===== config.mk =====
export PLATFORM = sky130hd
export DESIGN_NAME = control_unit
export DESIGN_NICKNAME = d
export VERILOG_FILES = /design/src/rtl/control_unit.sv
export SDC_FILE = /design/constraint.sdc
export NUM_CORES = 1
export LEC_CHECK = 0
export CORE_ASPECT_RATIO = 2
export CORE_MARGIN = 8
export CORE_UTILIZATION = 47
export DETAILED_ROUTE_END_ITERATION = 7
export PLACE_DENSITY = 0.77
export SLEW_MARGIN = 20
export SYNTH_ARGS = -nofsm -noshare
export SYNTH_HDL_FRONTEND = slang
export SYNTH_SLANG_ARGS = --single-unit

===== constraint.sdc =====
create_clock -name clk -period 2.7 [get_ports clk]
set_input_delay 0.54 -clock clk [delete_from_list [all_inputs] [get_ports clk]]
set_output_delay 0.54 -clock clk [all_outputs]
set_load 0.01 [all_outputs]

===== src/rtl/control_unit.sv =====
// control_unit: multi-cycle MIPS-subset control FSM with registered Moore outputs.
// Define CONTROL_UNIT_OVF_EXC_EN to send add/sub/addi overflow to the EXC state.
module control_unit (
  input  logic       clk,
  input  logic       reset,
  input  logic [5:0] opcode,
  input  logic [5:0] funct,
  input  logic       zero,
  input  logic       overflow,
  output logic       pc_write,
  output logic       mem_wr,
  output logic       ir_wr,
  output logic       reg_wr,
  output logic       epc_wr,
  output logic [1:0] reg_dst,
  output logic [1:0] mem_to_reg,
  output logic       alu_src_a,
  output logic [1:0] alu_src_b,
  output logic [2:0] alu_op,
  output logic [1:0] pc_source,
  output logic [4:0] state_out
);

  // state      | meaning
  // RST        | write 227 to $29
  // FETCH      | PC <= PC + 4
  // FETCH_WAIT | load IR
  // DECODE     | branch target into ALUOut, dispatch on opcode
  // EXEC_R     | R-type ALU op
  // WB_R       | write rd
  // EXEC_I     | addi ALU op
  // WB_I       | write rt
  // MEM_ADDR   | compute load/store address
  // MEM_RD     | read issue
  // MEM_WAIT   | read latency
  // WB_LW      | write MDR to rt
  // MEM_WRITE  | store strobe
  // BRANCH     | compare and conditionally take branch
  // JUMP       | jump
  // JAL        | jump and link $31
  // JR         | jump to register A
  // EXC        | overflow exception, EPC capture
  typedef enum logic [4:0] {
    RST = 5'd0, FETCH = 5'd1, FETCH_WAIT = 5'd2, DECODE = 5'd3,
    EXEC_R = 5'd4, WB_R = 5'd5, EXEC_I = 5'd6, WB_I = 5'd7,
    MEM_ADDR = 5'd8, MEM_RD = 5'd9, MEM_WAIT = 5'd10, WB_LW = 5'd11,
    MEM_WRITE = 5'd12, BRANCH = 5'd13, JUMP = 5'd14, JAL = 5'd15,
    JR = 5'd16, EXC = 5'd17
  } state_t;

  typedef struct packed {
    logic       pc_write;
    logic       mem_wr;
    logic       ir_wr;
    logic       reg_wr;
    logic       epc_wr;
    logic [1:0] reg_dst;
    logic [1:0] mem_to_reg;
    logic       alu_src_a;
    logic [1:0] alu_src_b;
    logic [2:0] alu_op;
    logic [1:0] pc_source;
  } ctrl_t;

  localparam logic [5:0] OP_RTYPE = 6'h00, OP_J = 6'h02, OP_JAL = 6'h03,
                         OP_BEQ = 6'h04, OP_BNE = 6'h05, OP_ADDI = 6'h08,
                         OP_LW = 6'h23, OP_SW = 6'h2B;
  localparam logic [5:0] FN_JR = 6'h08, FN_ADD = 6'h20, FN_SUB = 6'h22, FN_AND = 6'h24;

  state_t state, state_nx;
  ctrl_t  ctrl;

  function automatic ctrl_t decode(input state_t st, input logic [5:0] fn);
    ctrl_t c;
    c = '0;
    case (st)
      RST:        begin c.reg_wr = 1'b1; c.reg_dst = 2'b01; c.mem_to_reg = 2'b11; end
      FETCH:      begin c.alu_src_b = 2'b01; c.alu_op = 3'b001; c.pc_write = 1'b1; end
      FETCH_WAIT: c.ir_wr = 1'b1;
      DECODE:     begin c.alu_src_b = 2'b11; c.alu_op = 3'b001; end
      EXEC_R: begin
        c.alu_src_a = 1'b1;
        case (fn)
          FN_ADD:  c.alu_op = 3'b001;
          FN_SUB:  c.alu_op = 3'b010;
          FN_AND:  c.alu_op = 3'b011;
          default: c.alu_op = 3'b000;
        endcase
      end
      WB_R:       begin c.reg_wr = 1'b1; c.reg_dst = 2'b11; end
      EXEC_I, MEM_ADDR: begin c.alu_src_a = 1'b1; c.alu_src_b = 2'b10; c.alu_op = 3'b001; end
      WB_I:       c.reg_wr = 1'b1;
      WB_LW:      begin c.reg_wr = 1'b1; c.mem_to_reg = 2'b01; end
      MEM_WRITE:  c.mem_wr = 1'b1;
      // pc_write for BRANCH is resolved combinationally from zero below
      BRANCH:     begin c.alu_src_a = 1'b1; c.alu_op = 3'b010; c.pc_source = 2'b01; end
      JUMP:       begin c.pc_source = 2'b10; c.pc_write = 1'b1; end
      JAL: begin
        c.reg_wr = 1'b1; c.reg_dst = 2'b10; c.mem_to_reg = 2'b10;
        c.pc_source = 2'b10; c.pc_write = 1'b1;
      end
      JR:         begin c.alu_src_a = 1'b1; c.pc_write = 1'b1; end
`ifdef CONTROL_UNIT_OVF_EXC_EN
      EXC:        begin c.epc_wr = 1'b1; c.pc_source = 2'b11; c.pc_write = 1'b1; end
`endif
      default:    c = '0;
    endcase
    return c;
  endfunction

  always_comb begin
    state_nx = FETCH;
    case (state)
      RST:        state_nx = FETCH;
      FETCH:      state_nx = FETCH_WAIT;
      FETCH_WAIT: state_nx = DECODE;
      DECODE: begin
        case (opcode)
          OP_RTYPE: begin
            if (funct == FN_JR) state_nx = JR;
            else if (funct == FN_ADD || funct == FN_SUB || funct == FN_AND) state_nx = EXEC_R;
            else state_nx = FETCH;
          end
          OP_ADDI:       state_nx = EXEC_I;
          OP_LW, OP_SW:  state_nx = MEM_ADDR;
          OP_BEQ, OP_BNE: state_nx = BRANCH;
          OP_J:          state_nx = JUMP;
          OP_JAL:        state_nx = JAL;
          default:       state_nx = FETCH;
        endcase
      end
      EXEC_R: begin
        state_nx = WB_R;
`ifdef CONTROL_UNIT_OVF_EXC_EN
        if (overflow && (funct == FN_ADD || funct == FN_SUB)) state_nx = EXC;
`endif
      end
      EXEC_I: begin
        state_nx = WB_I;
`ifdef CONTROL_UNIT_OVF_EXC_EN
        if (overflow) state_nx = EXC;
`endif
      end
      MEM_ADDR: state_nx = (opcode == OP_LW) ? MEM_RD : MEM_WRITE;
      MEM_RD:   state_nx = MEM_WAIT;
      MEM_WAIT: state_nx = WB_LW;
      default:  state_nx = FETCH;
    endcase
    if (reset) state_nx = RST;
  end

  // outputs are decoded from the upcoming state so they line up with state
  always_ff @(posedge clk) begin
    state <= state_nx;
    ctrl  <= decode(state_nx, funct);
  end

  assign pc_write   = ctrl.pc_write |
                      ((state == BRANCH) && ((opcode == OP_BNE) ? !zero : zero));
  assign mem_wr     = ctrl.mem_wr;
  assign ir_wr      = ctrl.ir_wr;
  assign reg_wr     = ctrl.reg_wr;
  assign reg_dst    = ctrl.reg_dst;
  assign mem_to_reg = ctrl.mem_to_reg;
  assign alu_src_a  = ctrl.alu_src_a;
  assign alu_src_b  = ctrl.alu_src_b;
  assign alu_op     = ctrl.alu_op;
  assign pc_source  = ctrl.pc_source;
  assign state_out  = state;

`ifdef CONTROL_UNIT_OVF_EXC_EN
  assign epc_wr = ctrl.epc_wr;
`else
  logic unused_bits;
  assign unused_bits = ^{overflow, ctrl.epc_wr};
  assign epc_wr = 1'b0;
`endif

endmodule


==> metrics.txt <==
max reg flops 5; Vias/cell 5.61; CTS sink count 20; CP max FO 5; die height 89.7 um; distinct cell type count after synthesis 59; Fmax 378 MHz; Critical Path AT 2.80 ns; Hold Crit Class reg -> reg; CP max stage delay 0.52 ns; CORE AREA 2670 um^2; Rows 27; M2 GR Usage 23.6%; total negative slack 0 ns; maxcap violations 0; top cells by area, synth dfxtp_1 (31%), buf_4 (7.1%), nor2_1 (5.0%); vias in the first global route 1,179; GRT Overall Usage 13.8%; Final Util 69.0%; starting density of the core 47.8%; HPWL Detailed 2470 um; final hold vios 0; max-slew violations 0; largest net degree at the start of global routing 15; Ports 38; Final setup viols 0; area grow syn2layout 44.3%; Worst-path clk slew 0.07 ns; register area 400 um^2; IO buf count 34; antenna violations before repair 0; H-tree levels 1; total leakage power 0.000740 uW; WS Path Type in -> reg; status complete, no violations; Setup crit start kind input port; synth cell count leaders dfxtp_1 (20), nor2_1 (17), buf_4 (12); cells after synthesis 151; FFs w/ async S/R, synth 0%; period utilisation layout 98.0%; CP cell instances clkdlybuf4s50_1 -> buf_4 -> a211oi_1 -> a31oi_1 -> o41a_1 -> o22ai_1 -> a31o_4 -> mux2_4 -> and2_1; Num CTS Buffers 3; CTS tree built; Fill cells 230; maximum VDD drop 410 uV; Root Buffer clkbuf_8; Mapped Area 1280 um^2; Post-synth EDFFs 0; sequential area share after synthesis 31.4%; GR peak layer met2; maximum root-to-sink buffer count 2; Crit path max-delay family compound AO/OA/AOI/OAI gates; Seq cells post-synth 20; share of layout cells above drive strength 1 26.2%; Die W 52.8 um; Crit. End Element register; first-pass GRT wire length 5190 um; Avg Cell Area, Syn 8.45 um^2; post-layout net count 212; antenna-violating nets left 0; Yosys warnings 0; clock period minus worst slack 2.65 ns; post-synth top area cell dfxtp_1; wire length per cell 15.3 um; total routed wirelength 3440 um; Residual DRC 0; skew final 0.00366 ns; pwr/cell area 415 nW/um^2; gp weighted congestion 0.823; RSZ-0062 raised after global routing yes; top-count cell post-synth dfxtp_1; ys flop type dfxtp_1; worst-skew pair later-pin latency 0.26 ns; post-synth top area share 31.4%; worst path required time 2.86 ns; grt met1 use 15.9%; slowest cell on the critical path clkdlybuf4s50_1; DR vias 1,256; die area 4740 um^2; Pre-antenna DRT Iters 4; global-route met3 utilization 1.82%; Multi-input gate area 777 um^2; grt total ovfl 0; crit path buf inv count 2; # diodes 0; initial drt markers 37
==> placed cells by master (no fill, tap or decap), types with 3 or more instances in the layout <==
cell type / Yosys / final
clkdlybuf4s50_1: 0 / 33
buf_4: 12 / 26
dfxtp_1: 20 / 20
nor2_1: 17 / 17
nand2b_1: 7 / 7
nand2_1: 5 / 5
a21oi_1: 5 / 5
o21ai_0: 5 / 5
inv_1: 4 / 4
a31oi_1: 3 / 3
o21ai_1: 3 / 3
mux2i_1: 3 / 3
clkbuf_8: 0 / 3
==> worst register-to-register path, stage by stage, from the launching register on <==
cell and delay (ns):
dfxtp_1 0.48, nand2_2 0.15, or4_4 0.46, or2_1 0.27
nand2b_4 0.15, a31o_4 0.27, mux2_4 0.31, and2_1 0.16
==> worst paths after layout <==
| path | endpoint | slack (ns) | start | cells past startpoint |
|---|---|---|---|---|
| setup reg to reg | alu_op[1] | 0.35 | state_out[0] | 7 |
| setup / recovery | alu_op[1] | 0.05 | opcode[0] | 9 |
| hold reg to reg | state_out[3] | 0.87 | state_out[1] | 4 |
| hold / removal | state_out[3] | 0.87 | state_out[1] | 4 |
==> metrics by stage <==
stage | total power (uW) | hold WS, ns | std cells | setup slack [ns] | cell area [um^2]
after floorplan | 397 | 0.626 | 152 | 0.428 | 1280
after global placement | 463 | 0.792 | 219 | -0.203 | 1710
after detailed placement | 466 | 0.809 | 219 | -0.182 | 1710
after CTS | 757 | 0.849 | 223 | 0.106 | 1780
after global routing | 797 | 0.928 | 224 | -0.0331 | 1840
final | 764 | 0.874 | 224 | 0.0540 | 1840
==> area by class of cell <==
type	instances	area share [%]
flip-flops and latches	20	21.7
multi-input cells	105	42.2
well taps	29	1.97
clock inverters	1	1.63
repair buffers	60	29.0
inverters	6	1.22
clock buffers	3	2.24
==> power breakdown <==
group          internal [uW]  switching (uW)
clock network            198            96.7
logic                   84.5            74.7
registers                305            5.39
total                    587             177
==> logic make-up (layout without fill, tap and decap cells) <==
kind of cell	after synthesis	in the layout	share of synthesized area, %
simple gates	60	60	29.2
flops	20	20	31.4
other cells	1	2	0.294
mux	4	4	3.53
compound gates	37	37	21.7
buf+inv	27	70	12.5
xor+xnor	2	2	1.37
==> per-layer routing <==
layer  part of all wire [%]  wire (um)  vias to the layer above
li1                       -          -                      624
met1                     41       1410                      576
met2                     49       1680                       44
met3                    6.3        217                       12
met4                    3.5        122                        0
met5                      0          0                        -
==> timing repair <==
action / CTS / global route
pin swaps: 1 / 3
hold buffers: 0 / 0
buffers inserted: 0 / 1
setup endpoints to repair: 1 / 16
gates resized for setup: 2 / 7
No activity file was read; power rests on OpenSTA's default activity.
==> RTL edit: new RTL, same flow settings <==
The option `CONTROL_UNIT_OVF_EXC_EN` is turned on by a define.
--- a/src/rtl/control_unit.sv
+++ b/src/rtl/control_unit.sv
@@ -1,5 +1,7 @@
 // control_unit: multi-cycle MIPS-subset control FSM with registered Moore outputs.
 // Define CONTROL_UNIT_OVF_EXC_EN to send add/sub/addi overflow to the EXC state.
+`define CONTROL_UNIT_OVF_EXC_EN
+
 module control_unit (
   input  logic       clk,
   input  logic       reset,
Check against the original RTL: not equivalent (Yosys sat finds a counterexample within 10 cycles, from zero or initial values).
==> RTL edit against the unedited design <==
Sequential power grew 6.5%. Final cell count increased by 5.4%. Worst hold slack lost 0.025 ns. Setup slack better by 0.050 ns. Power down 9.9%. Synthesized area decreased by 0.20%. Wire length rose by 4.0%. Design area rose by 0.75%. Via count is 8.3% higher. Synthesized cell count up 2.6%. Fmax increased by 1.9%. Sequential cell count rose by 1. Global-route usage rose by 1.9 points.
==> RTL edit: results <==
setup_path:
  critPathCapture: "alu_src_b[1]"
  r2r_start: "state_out[0]"
  cp_data_arrival_time_ns: 2.78
  path_max_fanout: 14
  ff2ff_path_depth: 8
  r2r-end: "alu_op[0]"
  max_stage_delay_ns: 0.50
  ff2ff_setup_slack_ns: 0.40
  startpoint: "opcode[0]"
  crit_family: "compound AO/OA/AOI/OAI gates"
  crit_slowest_cell: "clkdlybuf4s50_1"
global_routing:
  grt_pass1_vias: 1318
  antenna_found_initial: 0
  grtUsageTotal_pct: 15.68
  grt_pass1_wl_mm: 5.885
  grt_max_degree: 15
cts:
  cts_max_level: 1
  cts_setup_buffers: 0
  cts_root_buffer: "clkbuf_8"
  cts_buffers: 3
  clk_pin_slew_worst_paths_ns: 0.07
  clock_path_buffers: 2
  clk_latency_ns: 0.25
hold_path:
  whs_path_depth: 4
  hp-start: "funct[4]"
  holdPathEnd: "alu_op[1]"
  min_path_type: "input pin to flip-flop"
timing:
  worst_slack_ns: 0.1037
  whs_ns: 0.8495
  max_slew.worst_pin.slew_ns: 0.5114
  clock_skew_ns: 0.001588
  fin_setup_tns_ns: 0
run_status:
  status: "finished clean"
routing:
  vias_per_cell: 5.763
  wl_mm: 3.573
  first_pass_iters: 4
  drt-initial-drc-count: 41
  wl_per_cell_um: 15.14
finish:
  final_net_count: 224
  largest_reg_flops: 5
  num_antenna_cells: 0
  drive_above_1_share_pct: 20.77
power:
  peakVddDrop_uv: 323.3
  p_leak_nw: 0.6869
  swShare_pct: 25.79
placed_design:
  gp_congestion: 0.9323
  placed_area_um2: 1783
  dpl_worst_slack_ns: -0.3867
  port_buffers: 36
  place_inst: 232
  hpwlAfterDp_mm: 2.825
synthesis:
  synthTopCellsByCount: "21 x dfxtp_1, 13 x nor2_1, 11 x buf_4, 8 x a21oi_1"
  synth_seq_area_share_pct: 33.01
  ys_types: 52
  yosys_warnings: 0
  synth.avg_cell_area_um2: 8.218
  synthArstFlopShare_pct: 0
  synthTopCellsByArea: "dfxtp_1 33%, buf_4 6.5%, nor2_1 3.8%"
  postSynthNetCount: 171
-- RTL edit: cell types whose count changed in the layout (fill, tap and decap cells not counted), moves of 4 or more --
cell,change
nand3_1,+5
nor3_1,+4
dlygate4sd2_1,+4
nand2b_1,-6
nor2_1,-4
buf_4,+5
-- RTL edit: power groups by stage --
| stage | clock, mW | sequential (mW) | combinational (mW) |
|---|---|---|---|
| after floorplan | 0 | 0.332 | 0.0818 |
| after global placement | 0 | 0.336 | 0.159 |
| after detailed placement | 0 | 0.337 | 0.161 |
| after CTS | 0.199 | 0.330 | 0.161 |
| after global routing | 0.214 | 0.331 | 0.175 |
| final | 0.197 | 0.330 | 0.162 |
-- RTL edit: layout make-up --
cell class / count / area, um^2
Clock buffer: 4 / 45.04
Fill cell: 241 / 813.3
Inverter: 6 / 22.52
Multi-Input combinational cell: 109 / 744.5
Sequential cell: 21 / 420.4
Tap cell: 29 / 36.28
Timing Repair Buffer: 67 / 586.8
-- RTL edit: repair_timing --
action	in CTS	in global routing
pin swaps	7	1
endpoints found under the setup margin	6	2
resized for setup	9	2
-- RTL edit: cells by family after synthesis --
family / count (synthesis) / share of synthesized area, %
and+or+nand+nor: 58 / 26.23
other: 1 / 0.2944
buffers and inverters: 25 / 11.20
DFF: 21 / 33.01
muxes: 1 / 0.7859
xor gates and xnor gates: 3 / 2.063
AOI/OAI and AO/OA: 46 / 26.43
-- RTL edit: routing by layer --
metal | vias up | routed length, um | global-route usage, %
li1 | 678 | - | -
met1 | 638 | 1446 | 18.36
met2 | 39 | 1880 | 27.36
met3 | 5 | 205 | 2.970
met4 | 0 | 40 | 4.502
met5 | - | 0 | 0
